$ cat src/rtl/matrix_pkg.sv
// Shared types and helpers for the matrix stream writer and its index counter.
package matrix_pkg;

   typedef enum logic [1:0] {
      ST_IDLE  = 2'd0,
      ST_WRITE = 2'd1,
      ST_DRAIN = 2'd2,
      ST_DONE  = 2'd3
   } state_e;

   // Index width that stays legal for a single-entry dimension.
   function automatic int idx_width(input int n);
      return (n <= 1) ? 1 : $clog2(n);
   endfunction

endpackage

$ cat src/rtl/matrix_index_counter.sv
// Two-dimensional (row, col) wrap counter; traversal order selected by col_major.
module matrix_index_counter
   import matrix_pkg::*;
#(
   parameter  int ROWS = 8,
   parameter  int COLS = 8,
   localparam int RW   = idx_width(ROWS),
   localparam int CW   = idx_width(COLS)
) (
   input  logic          clk,
   input  logic          rst,
   input  logic          step,
   input  logic          clear,
   input  logic          col_major,
   output logic [RW-1:0] row,
   output logic [CW-1:0] col,
   output logic          line_last,
   output logic          last
);

   logic [RW-1:0] row_q, row_d;
   logic [CW-1:0] col_q, col_d;
   logic          row_end;
   logic          col_end;

   assign row_end = (row_q == RW'(ROWS - 1));
   assign col_end = (col_q == CW'(COLS - 1));

   always_comb begin
      // NOTE: every variable gets a default before any branch, so no path can infer a latch.
      row_d = row_q;
      col_d = col_q;
      if (clear) begin
         row_d = '0;
         col_d = '0;
      end else if (step) begin
         if (col_major) begin
            if (row_end) begin
               row_d = '0;
               col_d = col_end ? '0 : col_q + CW'(1);
            end else begin
               row_d = row_q + RW'(1);
            end
         end else begin
            if (col_end) begin
               col_d = '0;
               row_d = row_end ? '0 : row_q + RW'(1);
            end else begin
               col_d = col_q + CW'(1);
            end
         end
      end
   end

   always_ff @(posedge clk) begin
      // NOTE: non-blocking assignments so every flop samples pre-edge values.
      if (rst) begin
         row_q <= '0;
         col_q <= '0;
      end else begin
         row_q <= row_d;
         col_q <= col_d;
      end
   end

   assign row       = row_q;
   assign col       = col_q;
   assign line_last = col_major ? row_end : col_end;
   assign last      = row_end & col_end;

endmodule

$ cat src/rtl/matrix_stream_writer.sv
// Streams one ROWSxCOLS matrix through a registered valid/ready stage, tagging indices.
// Optional XOR checksum output enabled by defining MATRIX_STREAM_WRITER_CHECKSUM_EN.
module matrix_stream_writer
   import matrix_pkg::*;
#(
   parameter  int ROWS = 8,
   parameter  int COLS = 8,
   parameter  int DW   = 32,
   localparam int RW   = idx_width(ROWS),
   localparam int CW   = idx_width(COLS)
) (
   input  logic          clk,
   input  logic          rst,
   input  logic          start,
   input  logic          col_major,
   input  logic [DW-1:0] in_data,
   input  logic          in_valid,
   output logic          in_ready,
   output logic [DW-1:0] out_data,
   output logic [RW-1:0] out_row,
   output logic [CW-1:0] out_col,
   output logic          out_valid,
   input  logic          out_ready,
   output logic          out_line_last,
   output logic          out_last,
`ifdef MATRIX_STREAM_WRITER_CHECKSUM_EN
   output logic [DW-1:0] checksum,
`endif
   output logic          done
);

   state_e        state_q, state_d;
   logic          mode_q, mode_d;
   logic          done_q, done_d;
   logic [DW-1:0] out_data_q, out_data_d;
   logic [RW-1:0] out_row_q, out_row_d;
   logic [CW-1:0] out_col_q, out_col_d;
   logic          out_valid_q, out_valid_d;
   logic          out_line_last_q, out_line_last_d;
   logic          out_last_q, out_last_d;

   logic          in_xfer;
   logic          out_xfer;
   logic          start_ok;
   logic [RW-1:0] idx_row;
   logic [CW-1:0] idx_col;
   logic          idx_line_last;
   logic          idx_last;

   assign in_ready = (state_q == ST_WRITE) & (~out_valid_q | out_ready);
   assign in_xfer  = in_valid & in_ready;
   assign out_xfer = out_valid_q & out_ready;
   assign start_ok = start & ((state_q == ST_IDLE) | (state_q == ST_DONE));

   matrix_index_counter #(
      .ROWS (ROWS),
      .COLS (COLS)
   ) u_index (
      .clk       (clk),
      .rst       (rst),
      .step      (in_xfer),
      .clear     (start_ok),
      .col_major (mode_q),
      .row       (idx_row),
      .col       (idx_col),
      .line_last (idx_line_last),
      .last      (idx_last)
   );

   always_comb begin
      state_d         = state_q;
      mode_d          = mode_q;
      done_d          = done_q;
      out_data_d      = out_data_q;
      out_row_d       = out_row_q;
      out_col_d       = out_col_q;
      out_valid_d     = out_valid_q;
      out_line_last_d = out_line_last_q;
      out_last_d      = out_last_q;

      case (state_q)
         ST_IDLE, ST_DONE: begin
            if (start) begin
               state_d = ST_WRITE;
               mode_d  = col_major;
               done_d  = 1'b0;
            end
         end
         ST_WRITE: begin
            if (in_xfer && idx_last) state_d = ST_DRAIN;
         end
         ST_DRAIN: begin
            if (out_xfer && out_last_q) begin
               state_d = ST_DONE;
               done_d  = 1'b1;
            end
         end
         default: state_d = ST_IDLE;
      endcase

      // The output stage refills in the same edge it drains, so throughput is one per cycle.
      if (in_xfer) begin
         out_data_d      = in_data;
         out_row_d       = idx_row;
         out_col_d       = idx_col;
         out_line_last_d = idx_line_last;
         out_last_d      = idx_last;
         out_valid_d     = 1'b1;
      end else if (out_xfer) begin
         out_valid_d = 1'b0;
      end
   end

   always_ff @(posedge clk) begin
      // NOTE: datapath registers are reset too, because their reset value is visible on the outputs.
      if (rst) begin
         state_q         <= ST_IDLE;
         mode_q          <= 1'b0;
         done_q          <= 1'b0;
         out_data_q      <= '0;
         out_row_q       <= '0;
         out_col_q       <= '0;
         out_valid_q     <= 1'b0;
         out_line_last_q <= 1'b0;
         out_last_q      <= 1'b0;
      end else begin
         state_q         <= state_d;
         mode_q          <= mode_d;
         done_q          <= done_d;
         out_data_q      <= out_data_d;
         out_row_q       <= out_row_d;
         out_col_q       <= out_col_d;
         out_valid_q     <= out_valid_d;
         out_line_last_q <= out_line_last_d;
         out_last_q      <= out_last_d;
      end
   end

`ifdef MATRIX_STREAM_WRITER_CHECKSUM_EN
   logic [DW-1:0] checksum_q, checksum_d;

   always_comb begin
      checksum_d = checksum_q;
      if (start_ok) begin
         checksum_d = '0;
      end else if (in_xfer) begin
         checksum_d = checksum_q ^ in_data;
      end
   end

   always_ff @(posedge clk) begin
      if (rst) begin
         checksum_q <= '0;
      end else begin
         checksum_q <= checksum_d;
      end
   end

   assign checksum = checksum_q;
`endif

   assign out_data      = out_data_q;
   assign out_row       = out_row_q;
   assign out_col       = out_col_q;
   assign out_valid     = out_valid_q;
   assign out_line_last = out_line_last_q;
   assign out_last      = out_last_q;
   assign done          = done_q;

endmodule

$ cat config.mk
export PLATFORM = sky130hd
export DESIGN_NAME = matrix_stream_writer
export DESIGN_NICKNAME = d
export VERILOG_FILES = /design/src/rtl/matrix_pkg.sv /design/src/rtl/matrix_index_counter.sv /design/src/rtl/matrix_stream_writer.sv
export SDC_FILE = /design/constraint.sdc
export NUM_CORES = 1
export LEC_CHECK = 0
export BUFFER_PORTS_ARGS = -buffer_cell sky130_fd_sc_hd__buf_2
export CAP_MARGIN = 20
export CELL_PAD_IN_SITES_DETAIL_PLACEMENT = 1
export CELL_PAD_IN_SITES_GLOBAL_PLACEMENT = 2
export CORE_MARGIN = 1.5
export CORE_UTILIZATION = 26
export CTS_CLUSTER_DIAMETER = 40
export DETAILED_ROUTE_END_ITERATION = 10
export GPL_ROUTABILITY_DRIVEN = 0
export PLACE_DENSITY = 0.84
export SKIP_CTS_REPAIR_TIMING = 1
export SLEW_MARGIN = 20
export SYNTH_ARGS = -nofsm -noshare
export SYNTH_HDL_FRONTEND = slang
export SYNTH_HIERARCHICAL = 1
export SYNTH_SLANG_ARGS = --single-unit
export TNS_END_PERCENT = 30
$ cat constraint.sdc
create_clock -name clk -period 1.7 [get_ports clk]
set_input_delay 0.255 -clock clk [delete_from_list [all_inputs] [get_ports clk]]
set_output_delay 0.255 -clock clk [all_outputs]
set_load 0.1 [all_outputs]
### Word level (Yosys, flattened, before mapping)

Index checks and enable logic that the tools add are counted.

* register bits: 51
* bits of input ports: 38
* output and inout port bits: 43
* word-level logic and storage cells: 59

* add/subtract/negate cells: 2
* eq/ne operators: 9
* multiplexer cells: 16
* bitwise gates (word level): 8
* reductions and logical operators: 13

Operator list (count)
* $mux W3: 6
* $add A3 B1 Y3 const B: 2
* $eq A3 B3 Y1 const B: 2
* $mux W2: 3
* $pmux W2 S3: 1
* $reduce_and A2 Y1: 3
* $reduce_and A3 Y1: 2
* $reduce_bool A2 Y1: 3
* $and A1 B1 Y1: 5
* $mux W1: 5
* $eq A2 B2 Y1 const B: 2
* $ne A2 B1 Y1 const B: 2
* $ne A2 B2 Y1 const B: 2
* $reduce_or A2 Y1: 2
* $eq A2 B1 Y1 const B: 1
* $logic_and A1 B1 Y1: 2
* $logic_not A2 Y1: 1
* $or A1 B1 Y1: 2
* $pmux W1 S2: 1
* $not A1 Y1: 1

### Depth between registers and ports, before layout

Gate-level depths: netlist of run 1.

* depth in word-level cells: 7
* gate-level depth with buffers: 8

### Cells and area by module

The synthesis of run 1 kept the hierarchy.

By module, submodules not included
* matrix_stream_writer: times used 1, cells each 206, area an instance 1660.3 µm²
* matrix_index_counter: times used 1, cells each 38, area an instance 347.8 µm²

### Least setup slack after synthesis of run 1

Ideal clock, no wire load.

* path type: register to output
* start point: register out_valid_q (netlist: out_valid)
* end point: output in_ready
* arrival: 1657 ps
* data required time: 1445 ps
* slack: -212 ps
* cell stages (with the launch flop): 3
* buffers on the path: 0
* cells stage by stage: dfxtp_1 nand2b_4 and2_1

* cells in the longest elaborated chain, start to end: 3

Ends and longest elaborated chain
* start, declared: RTL line matrix_stream_writer.sv:38 `logic out_valid_q, out_valid_d;`
* start signal, assigned: RTL line matrix_stream_writer.sv:133 `out_valid_q <= out_valid_d;`
* $not A1 Y1: RTL line matrix_stream_writer.sv:50 `assign in_ready = (state_q == ST_WRITE) & (~out_valid_q | out_ready);`
* $or A1 B1 Y1: RTL line matrix_stream_writer.sv:50
* $and A1 B1 Y1: RTL line matrix_stream_writer.sv:50
* end, declared: RTL line matrix_stream_writer.sv:18 `output logic in_ready,`

No other way between the ends.

### Worst setup path after layout of run 1

* start point: register state_q[1]
* end point: output in_ready

* cells in the longest elaborated chain, start to end: 2

Ends and longest elaborated chain
* start, declared: RTL line matrix_stream_writer.sv:32 `state_e state_q, state_d;`
* start signal, assigned: RTL line matrix_stream_writer.sv:127 `state_q <= state_d;`
* $eq A2 B1 Y1: RTL line matrix_stream_writer.sv:50
* $and A1 B1 Y1: RTL line matrix_stream_writer.sv:50

No other way between the ends.

==> results of run 1 <==
## Yosys cell counts, types with 3 or more instances
library cell  count  area share
a21oi_1          46        0.11
nand3_1           4       0.010
ha_1              8       0.050
nand2_1          93        0.17
mux2i_1           3       0.015
buf_2             4       0.010
inv_1             4      0.0075
buf_4             4       0.015
dfxtp_1          51        0.51
clkbuf_1          5      0.0093
o21ai_0           3      0.0075
## power by group through the flow
stage	Combinational [mW]	Clock (mW)	Sequential, mW
final	1.82	0.710	1.42
after floorplan	0.723	0	2.19
after detailed placement	1.83	0	1.45
after global placement	1.81	0	1.44
after CTS	1.84	0.754	1.42
after global routing	1.95	0.818	1.44
## cells by family (layout without fill, tap and decap cells)
| family | count (synthesis) | in the layout |
|---|---|---|
| adder cells (fa/ha/maj) | 8 | 8 |
| AND/OR/NAND/NOR | 106 | 106 |
| buffers and inverters | 20 | 102 |
| multiplexers | 4 | 4 |
| flip-flops | 51 | 51 |
| AO/OA/AOI/OAI | 55 | 55 |
## state kept, by name, indices dropped and copies added, names as in the netlist
name and count:
mode_q 1, u_index/col 3, out_row 3, done 1
state_q 2, u_index/row 3, out_col 3, out_valid 1
out_data 32, out_line_last 1, out_last 1
## per-stage QoR
step           std cells  instance area, um2  utilization  total power [mW]
6_report             425                2639       0.3581             3.952
3_5_place_dp         417                2544       0.3452             3.284
3_3_place_gp         417                2544       0.3452             3.247
2_1_floorplan        244                2012            -             2.911
4_1_cts              425                2631       0.3570             4.012
5_1_grt              425                2639       0.3581             4.206
## worst paths after layout
check | from | end | slack [ns]
min reg2reg | out_data[1] | out_data[1] | 0.46
max | state_q[1] | in_ready | 0.11
min | in_data[22] | out_data[22] | 0.17
max reg2reg | u_index/col[0] | state_q[1] | 0.12
## area by class of cell
| cell class | instances | share of cell area |
|---|---|---|
| well taps | 99 | 0.04694 |
| repair buffers | 88 | 0.1849 |
| flip-flops and latches | 51 | 0.3883 |
| multi-input cells | 173 | 0.3381 |
| inverters | 6 | 0.008535 |
| clock buffers | 5 | 0.02608 |
| clock inverters | 3 | 0.007112 |
## critical path: stages (launching register included)
cell,delay (ns)
dfxtp_1,0.37
inv_1,0.07
ha_1,0.22
and2_2,0.21
buf_12,0.17
## routing by layer
metal  track usage  vias to the layer above
li1              -                      948
met1        0.1638                      849
met2        0.2287                       46
met3       0.03030                        7
met4       0.04688                        0
met5             0                        -
==> impl_metrics.env, run 1 <==
export IMPL_setup_slack_ns=0.1095
export IMPL_ys_flop_type="dfxtp_1"
export IMPL_initial_utilization=0.2725
export IMPL_post_synth_mux_area_share=0.02056
export IMPL_final_nets=371
export IMPL_antenna_found_initial=0
export IMPL_clock_root_buffer="clkbuf_8"
export IMPL_pwr_density_cell_nw_per_um2=1498
export IMPL_crit_path_max_fanout=3
export IMPL_io_pins=81
export IMPL_grt_remaining_overflow=0
export IMPL_skew_ns=0.007977
export IMPL_hold_class="in2reg"
export IMPL_synth_edf_count=0
export IMPL_synth_compound_area_frac=0.1539
export IMPL_pwr_share_comb=0.461
export IMPL_wl_met3_um=251
export IMPL_clkSinkCount=51
export IMPL_grt_pass1_vias=1843
export IMPL_synth_xor_area_share=0
export IMPL_num_fill_cells=919
export IMPL_synth_avg_cell_area_um2=8.230
export IMPL_holdPathStages=3
export IMPL_setup_viol_count_final=0
export IMPL_register_area_um2=1025
export IMPL_clkSlewWorstSetupHoldPaths_ns=0.10
export IMPL_cts_tree="yes"
export IMPL_drc=0
export IMPL_yosys_cell_types_count=26
export IMPL_hold_ws_ns=0.1721
export IMPL_portBuffers=80
export IMPL_rsz0062_at_grt="yes"
export IMPL_syn_area_um2=2008
export IMPL_finalSetupTns_ns=0
export IMPL_power_internal_mw=2.072
export IMPL_grtUsageTotal=0.1337
export IMPL_first_pass_iters=3
export IMPL_tightest_slew_ns=0.5118
export IMPL_synthAdderAreaFrac=0.04984
export IMPL_cp_data_required_time_ns=1.44
export IMPL_pre_cts_slack_ns=0.09412
export IMPL_met2_length_um=2555
export IMPL_p_seq_frac=0.359
export IMPL_die_w_um=90.89
export IMPL_syn_inst=244
export IMPL_layout_worst_path_cycle_share=0.9356
export IMPL_synth_net_count=290
export IMPL_slew_headroom=0.6611
export IMPL_p_leak_nw=1.185
export IMPL_n_antenna_cell=0
export IMPL_crit_path_start_kind="register"
export IMPL_grt_max_degree=35
export IMPL_fin_crit_ns=1.590
export IMPL_worst_setup_path_end_kind="primary output"
export IMPL_htree_num_levels=2
export IMPL_final_antenna_net_count=0
export IMPL_top_layer_used="met4"
export IMPL_cts_buffers=5
export IMPL_ys_ff_latch=51
export IMPL_die_area_um2=8260
export IMPL_outcome="finished, final reports clean"
export IMPL_layout_cells_most_common="nand2_1"
export IMPL_synth_top_family_by_area="simple AND/OR/NAND/NOR gates"
export IMPL_layout_common_cells="93 x nand2_1, 79 x buf_2, 48 x dfxtp_1"
export IMPL_drt_iter0_markers=67
export IMPL_route_vias_total=1850
export IMPL_postSynth_asyncResetShare=0
export IMPL_wl_met1_um=2411
export IMPL_p_sw_frac=0.4758
export IMPL_maxCapViolCount=0
export IMPL_slew_violations=0
export IMPL_core_region_area_um2=7370
export IMPL_fp_row_count=31
export IMPL_grt_pass1_wl_um=8859
export IMPL_worstPathArrival_ns=1.34
export IMPL_fp_dieH_um=90.89
export IMPL_fmax_mhz=628.7
export IMPL_hold_viol=0
export IMPL_yosys_area_share_simple=0.2162
export IMPL_post_dp_hpwl_um=3810
export IMPL_wire_per_inst_um=12.45
export IMPL_drive_gt1_frac=0.3466
export IMPL_clk_latency_ns=0.31
export IMPL_multi_input_area_um2=892.1
export IMPL_clockBufferDepth=2
export IMPL_p_switching_mw=1.880
export IMPL_synth_seq_area_share=0.5084
export IMPL_ir_worst_vdd_mv=0.7844
export IMPL_area_growth_pct=31.40
export IMPL_wl_um=5292
export IMPL_crit_type="reg2out"
export IMPL_r2r_cells=6
export IMPL_synth_warnings=6
export IMPL_power_share_clock=0.180
export IMPL_vias_per_cell=4.353
No activity file was read; power rests on OpenSTA's default activity.
==> inputs of run 2 (changes only) <==
--- a/config.mk
+++ b/config.mk
@@ -6,11 +6,9 @@
 export NUM_CORES = 1
 export LEC_CHECK = 0
 export BUFFER_PORTS_ARGS = -buffer_cell sky130_fd_sc_hd__buf_2
-export CAP_MARGIN = 20
-export CELL_PAD_IN_SITES_DETAIL_PLACEMENT = 1
-export CELL_PAD_IN_SITES_GLOBAL_PLACEMENT = 2
+export CAP_MARGIN = 0
 export CORE_MARGIN = 1.5
-export CORE_UTILIZATION = 26
+export CORE_UTILIZATION = 47
 export CTS_CLUSTER_DIAMETER = 40
 export DETAILED_ROUTE_END_ITERATION = 10
 export GPL_ROUTABILITY_DRIVEN = 0
==> impl_metrics.env, run 2 (synthesis results as in run 1) <==
export IMPL_route_vias_total=1810
export IMPL_grt_pass1_wl_um=6244
export IMPL_crit_chain="ha_1 > ha_2 > and2_1 > a31o_1 > and2_4 > a211oi_2"
export IMPL_crit_type="reg2reg"
export IMPL_cts_tree="yes"
export IMPL_initial_utilization=0.4949
export IMPL_num_fill_cells=375
export IMPL_worst_setup_path_end_kind="register"
export IMPL_cp_slowest_cell="dfxtp_1"
export IMPL_p_leak_nw=1.173
export IMPL_clock_root_buffer="clkbuf_8"
export IMPL_antenna_found_initial=0
export IMPL_fin_total_pwr_mw=3.861
export IMPL_power_internal_mw=2.061
export IMPL_ir_worst_vdd_mv=0.8124
export IMPL_wl_um=4247
export IMPL_vias_per_cell=4.827
export IMPL_slew_headroom=0.6697
export IMPL_outcome="finished, final reports clean"
export IMPL_fp_row_count=23
export IMPL_io_pins=81
export IMPL_fin_crit_ns=1.630
export IMPL_area_growth_pct=27.60
export IMPL_grt_max_degree=33
export IMPL_power_share_clock=0.169
export IMPL_drt_iter0_markers=102
export IMPL_pre_cts_slack_ns=0.05960
export IMPL_post_dp_hpwl_um=3109
export IMPL_r2r_cells=6
export IMPL_fmax_mhz=613.6
export IMPL_grt_remaining_overflow=0
export IMPL_drc=0
export IMPL_grt_pass1_vias=1490
export IMPL_layout_cells_most_common="nand2_1"
export IMPL_n_antenna_cell=0
export IMPL_die_area_um2=4674
export IMPL_clk_latency_ns=0.30
export IMPL_die_w_um=68.37
export IMPL_clockBufferDepth=2
export IMPL_dp_cells=367
export IMPL_finalNonFillerCells=375
export IMPL_clkSlewWorstSetupHoldPaths_ns=0.09
export IMPL_hold_ws_ns=0.1863
export IMPL_holdPathStages=3
export IMPL_grtUsageTotal=0.1769
export IMPL_cts_buffers=5
export IMPL_pwr_density_cell_nw_per_um2=1507
export IMPL_wire_per_inst_um=11.33
export IMPL_maxCapViolCount=0
export IMPL_tightest_slew_ns=0.4988
export IMPL_core_region_area_um2=4058
export IMPL_first_pass_iters=4
export IMPL_crit_path_max_fanout=4
export IMPL_largest_reg_flops=32
export IMPL_portBuffers=80
export IMPL_pwr_share_comb=0.464
export IMPL_crit_path_start_kind="register"
export IMPL_setup_viol_count_final=0
export IMPL_clkSinkCount=51
export IMPL_hold_viol=0
export IMPL_slew_violations=0
export IMPL_layout_worst_path_cycle_share=0.9586
export IMPL_multi_input_area_um2=892.1
export IMPL_register_area_um2=1023
export IMPL_p_seq_frac=0.367
export IMPL_layout_common_cells="93 x nand2_1, 79 x buf_2, 49 x dfxtp_1"
export IMPL_drive_gt1_frac=0.3354
export IMPL_hold_class="in2reg"
export IMPL_rsz0062_at_grt="no"
export IMPL_p_sw_frac=0.4661
export IMPL_setup_slack_ns=0.07034
export IMPL_p_switching_mw=1.800
export IMPL_final_antenna_net_count=0
export IMPL_finalSetupTns_ns=0
export IMPL_max_stage_delay_ns=0.34
export IMPL_worstPathArrival_ns=1.84
export IMPL_cp_data_required_time_ns=1.91
export IMPL_fp_dieH_um=68.37
export IMPL_skew_ns=0.006676
export IMPL_final_nets=370
export IMPL_htree_num_levels=2
run 2: changes by cell type in the layout (fill, tap and decap cells not counted), sizes merged:
cell | before | now
buf | 88 | 87
clkbuf | 5 | 7
clkinv | 2 | 1
inv | 7 | 6
run 2: area by class of cell:
type / instances / area share
tap: 50 / 0.02441
multi-input combinational: 173 / 0.3481
clock inverter: 1 / 0.001953
sequential: 51 / 0.3994
inverter: 6 / 0.008789
timing repair buffer: 87 / 0.1875
clock buffer: 7 / 0.02979
run 2: worst max-delay path: cells and delay by family (launching register included):
family                   cells  cell delay, ns
AO/OA/AOI/OAI                2            0.43
adder cells (fa/ha/maj)      2            0.43
AND/OR/NAND/NOR              2            0.34
flip-flops                   1            0.34
run 2: path summary, 6_finish.rpt:
path,slack [ns],from,endpoint
setup / recovery,0.07,u_index/col[0],state_q[1]
hold / removal,0.19,in_data[28],out_data[28]
setup reg to reg,0.07,u_index/col[0],state_q[1]
hold reg to reg,0.45,out_data[22],out_data[22]
run 2: per-stage QoR:
stage               area [um2]  utilization
floorplan                 2012            -
global placement          2475       0.6099
detailed placement        2475       0.6099
CTS                       2556       0.6300
global route              2562       0.6315
finish                    2562       0.6315
run 2: routing by layer:
metal  vias up  part of all wire  GRT usage
met1       796              0.44     0.2016
met3         6             0.054    0.04934
li1        955                 -          -
met4         0             0.014    0.08250
met2        53              0.49     0.3046
met5         -                 0          0
run 2: power by group through the flow:
stage               combinational (mW)  sequential, mW  clock, mW
floorplan                        0.723            2.19          0
detailed placement                1.79            1.45          0
global placement                  1.76            1.44          0
CTS                               1.79            1.42      0.678
finish                            1.79            1.42      0.652
global route                      1.90            1.44      0.726
==> inputs of run 3 (changes only) <==
--- a/config.mk
+++ b/config.mk
@@ -13,6 +13,7 @@
 export DETAILED_ROUTE_END_ITERATION = 10
 export GPL_ROUTABILITY_DRIVEN = 0
 export PLACE_DENSITY = 0.84
+export RECOVER_POWER = 100
 export SKIP_CTS_REPAIR_TIMING = 1
 export SLEW_MARGIN = 20
 export SYNTH_ARGS = -nofsm -noshare
==> impl_metrics.env, run 3 (synthesis results as in run 1) <==
export IMPL_outcome="finished, final reports clean"
export IMPL_grt_remaining_overflow=0
export IMPL_fp_row_count=23
export IMPL_htree_num_levels=2
export IMPL_pwr_density_cell_nw_per_um2=1502
export IMPL_grt_pass1_wl_um=6244
export IMPL_fin_crit_ns=1.632
export IMPL_post_dp_hpwl_um=3109
export IMPL_skew_ns=0.006932
export IMPL_die_area_um2=4674
export IMPL_layout_common_cells="93 x nand2_1, 49 x dfxtp_1, 45 x a21oi_1"
export IMPL_finalSetupTns_ns=0
export IMPL_slew_violations=0
export IMPL_cp_slowest_cell="dfxtp_1"
export IMPL_setup_viol_count_final=0
export IMPL_crit_type="reg2reg"
export IMPL_layout_worst_path_cycle_share=0.9597
export IMPL_antenna_found_initial=0
export IMPL_cts_buffers=5
export IMPL_core_region_area_um2=4058
export IMPL_dp_cells=367
export IMPL_max_stage_delay_ns=0.34
export IMPL_clockBufferDepth=2
export IMPL_first_pass_iters=4
export IMPL_area_growth_pct=26.29
export IMPL_ir_worst_vdd_mv=0.8085
export IMPL_initial_utilization=0.4949
export IMPL_tightest_slew_ns=0.5531
export IMPL_clkSinkCount=51
export IMPL_drt_iter0_markers=85
export IMPL_worstPathArrival_ns=1.85
export IMPL_largest_reg_flops=32
export IMPL_final_antenna_net_count=0
export IMPL_io_pins=81
export IMPL_worst_setup_path_end_kind="register"
export IMPL_num_fill_cells=384
export IMPL_hold_class="in2reg"
export IMPL_portBuffers=80
export IMPL_hold_viol=0
export IMPL_clock_root_buffer="clkbuf_8"
export IMPL_crit_path_start_kind="register"
export IMPL_clk_latency_ns=0.30
export IMPL_p_leak_nw=1.128
export IMPL_drc=0
export IMPL_fp_dieH_um=68.37
export IMPL_grt_pass1_vias=1490
export IMPL_cp_data_required_time_ns=1.92
export IMPL_clkSlewWorstSetupHoldPaths_ns=0.09
export IMPL_vias_per_cell=4.853
export IMPL_route_vias_total=1820
export IMPL_grt_max_degree=33
export IMPL_grtUsageTotal=0.1769
export IMPL_drive_gt1_frac=0.3292
export IMPL_maxCapViolCount=0
export IMPL_crit_chain="ha_1 > ha_2 > and2_1 > a31o_1 > and2_4 > a211oi_2"
export IMPL_cts_tree="yes"
export IMPL_layout_cells_most_common="nand2_1"
export IMPL_die_w_um=68.37
export IMPL_fmax_mhz=612.9
export IMPL_wire_per_inst_um=11.32
export IMPL_rsz0062_at_grt="no"
export IMPL_final_nets=370
export IMPL_finalNonFillerCells=375
export IMPL_slew_headroom=0.6328
export IMPL_crit_path_max_fanout=4
export IMPL_n_antenna_cell=0
export IMPL_wl_um=4246
run 3: worst paths after layout:
path / startpoint / end / slack, ns / depth (start not counted)
worst max-delay path: u_index/col[0] / state_q[1] / 0.07 / 6
worst min register to register: out_data[28] / out_data[28] / 0.46 / 2
worst min-delay path: in_data[28] / out_data[28] / 0.18 / 3
worst max register to register: u_index/col[0] / state_q[1] / 0.07 / 6
run 3: area by class of cell:
type | instances | area (um2) | area share
sequential | 51 | 1023 | 0.4036
clock buffer | 7 | 76.32 | 0.03009
inverter | 6 | 22.52 | 0.008880
timing repair buffer | 87 | 459.2 | 0.1811
multi-input combinational | 173 | 887.1 | 0.3498
clock inverter | 1 | 5.005 | 0.001973
tap | 50 | 62.56 | 0.02467
run 3: where the power goes:
part	leakage (nW)	switching, mW	internal (mW)
Clock	0.0422	0.365	0.289
Combinational	0.671	1.35	0.390
Sequential	0.415	0.0852	1.33
run 3: stage by stage:
| step | hold WS (ns) | power, mW | setup slack [ns] | cell area (um2) | util |
|---|---|---|---|---|---|
| global route | 0.1761 | 4.013 | 0.005544 | 2536 | 0.6250 |
| CTS | 0.1742 | 3.890 | 0.03924 | 2556 | 0.6300 |
| floorplan | 0.3910 | 2.911 | 0.1989 | 2012 | - |
| global placement | 0.4387 | 3.194 | 0.1494 | 2475 | 0.6099 |
| finish | 0.1849 | 3.810 | 0.06850 | 2536 | 0.6250 |
| detailed placement | 0.4430 | 3.234 | 0.05960 | 2475 | 0.6099 |
run 3: metal layers:
| metal | part of all wire | GRT usage | wire length, um | up-vias |
|---|---|---|---|---|
| met1 | 0.44 | 0.2016 | 1851 | 802 |
| met5 | 0 | 0 | 0 | - |
| met3 | 0.052 | 0.04934 | 222 | 6 |
| met2 | 0.50 | 0.3046 | 2112 | 52 |
| met4 | 0.014 | 0.08250 | 59 | 0 |
| li1 | - | - | - | 960 |
run 3: worst max-delay path, delay by kind of cell, from the launching register on:
kind,cells,cell delay [ns]
AO/OA/AOI/OAI,2,0.43
adder cells (fa/ha/maj),2,0.43
flip-flops,1,0.34
AND/OR/NAND/NOR,2,0.34
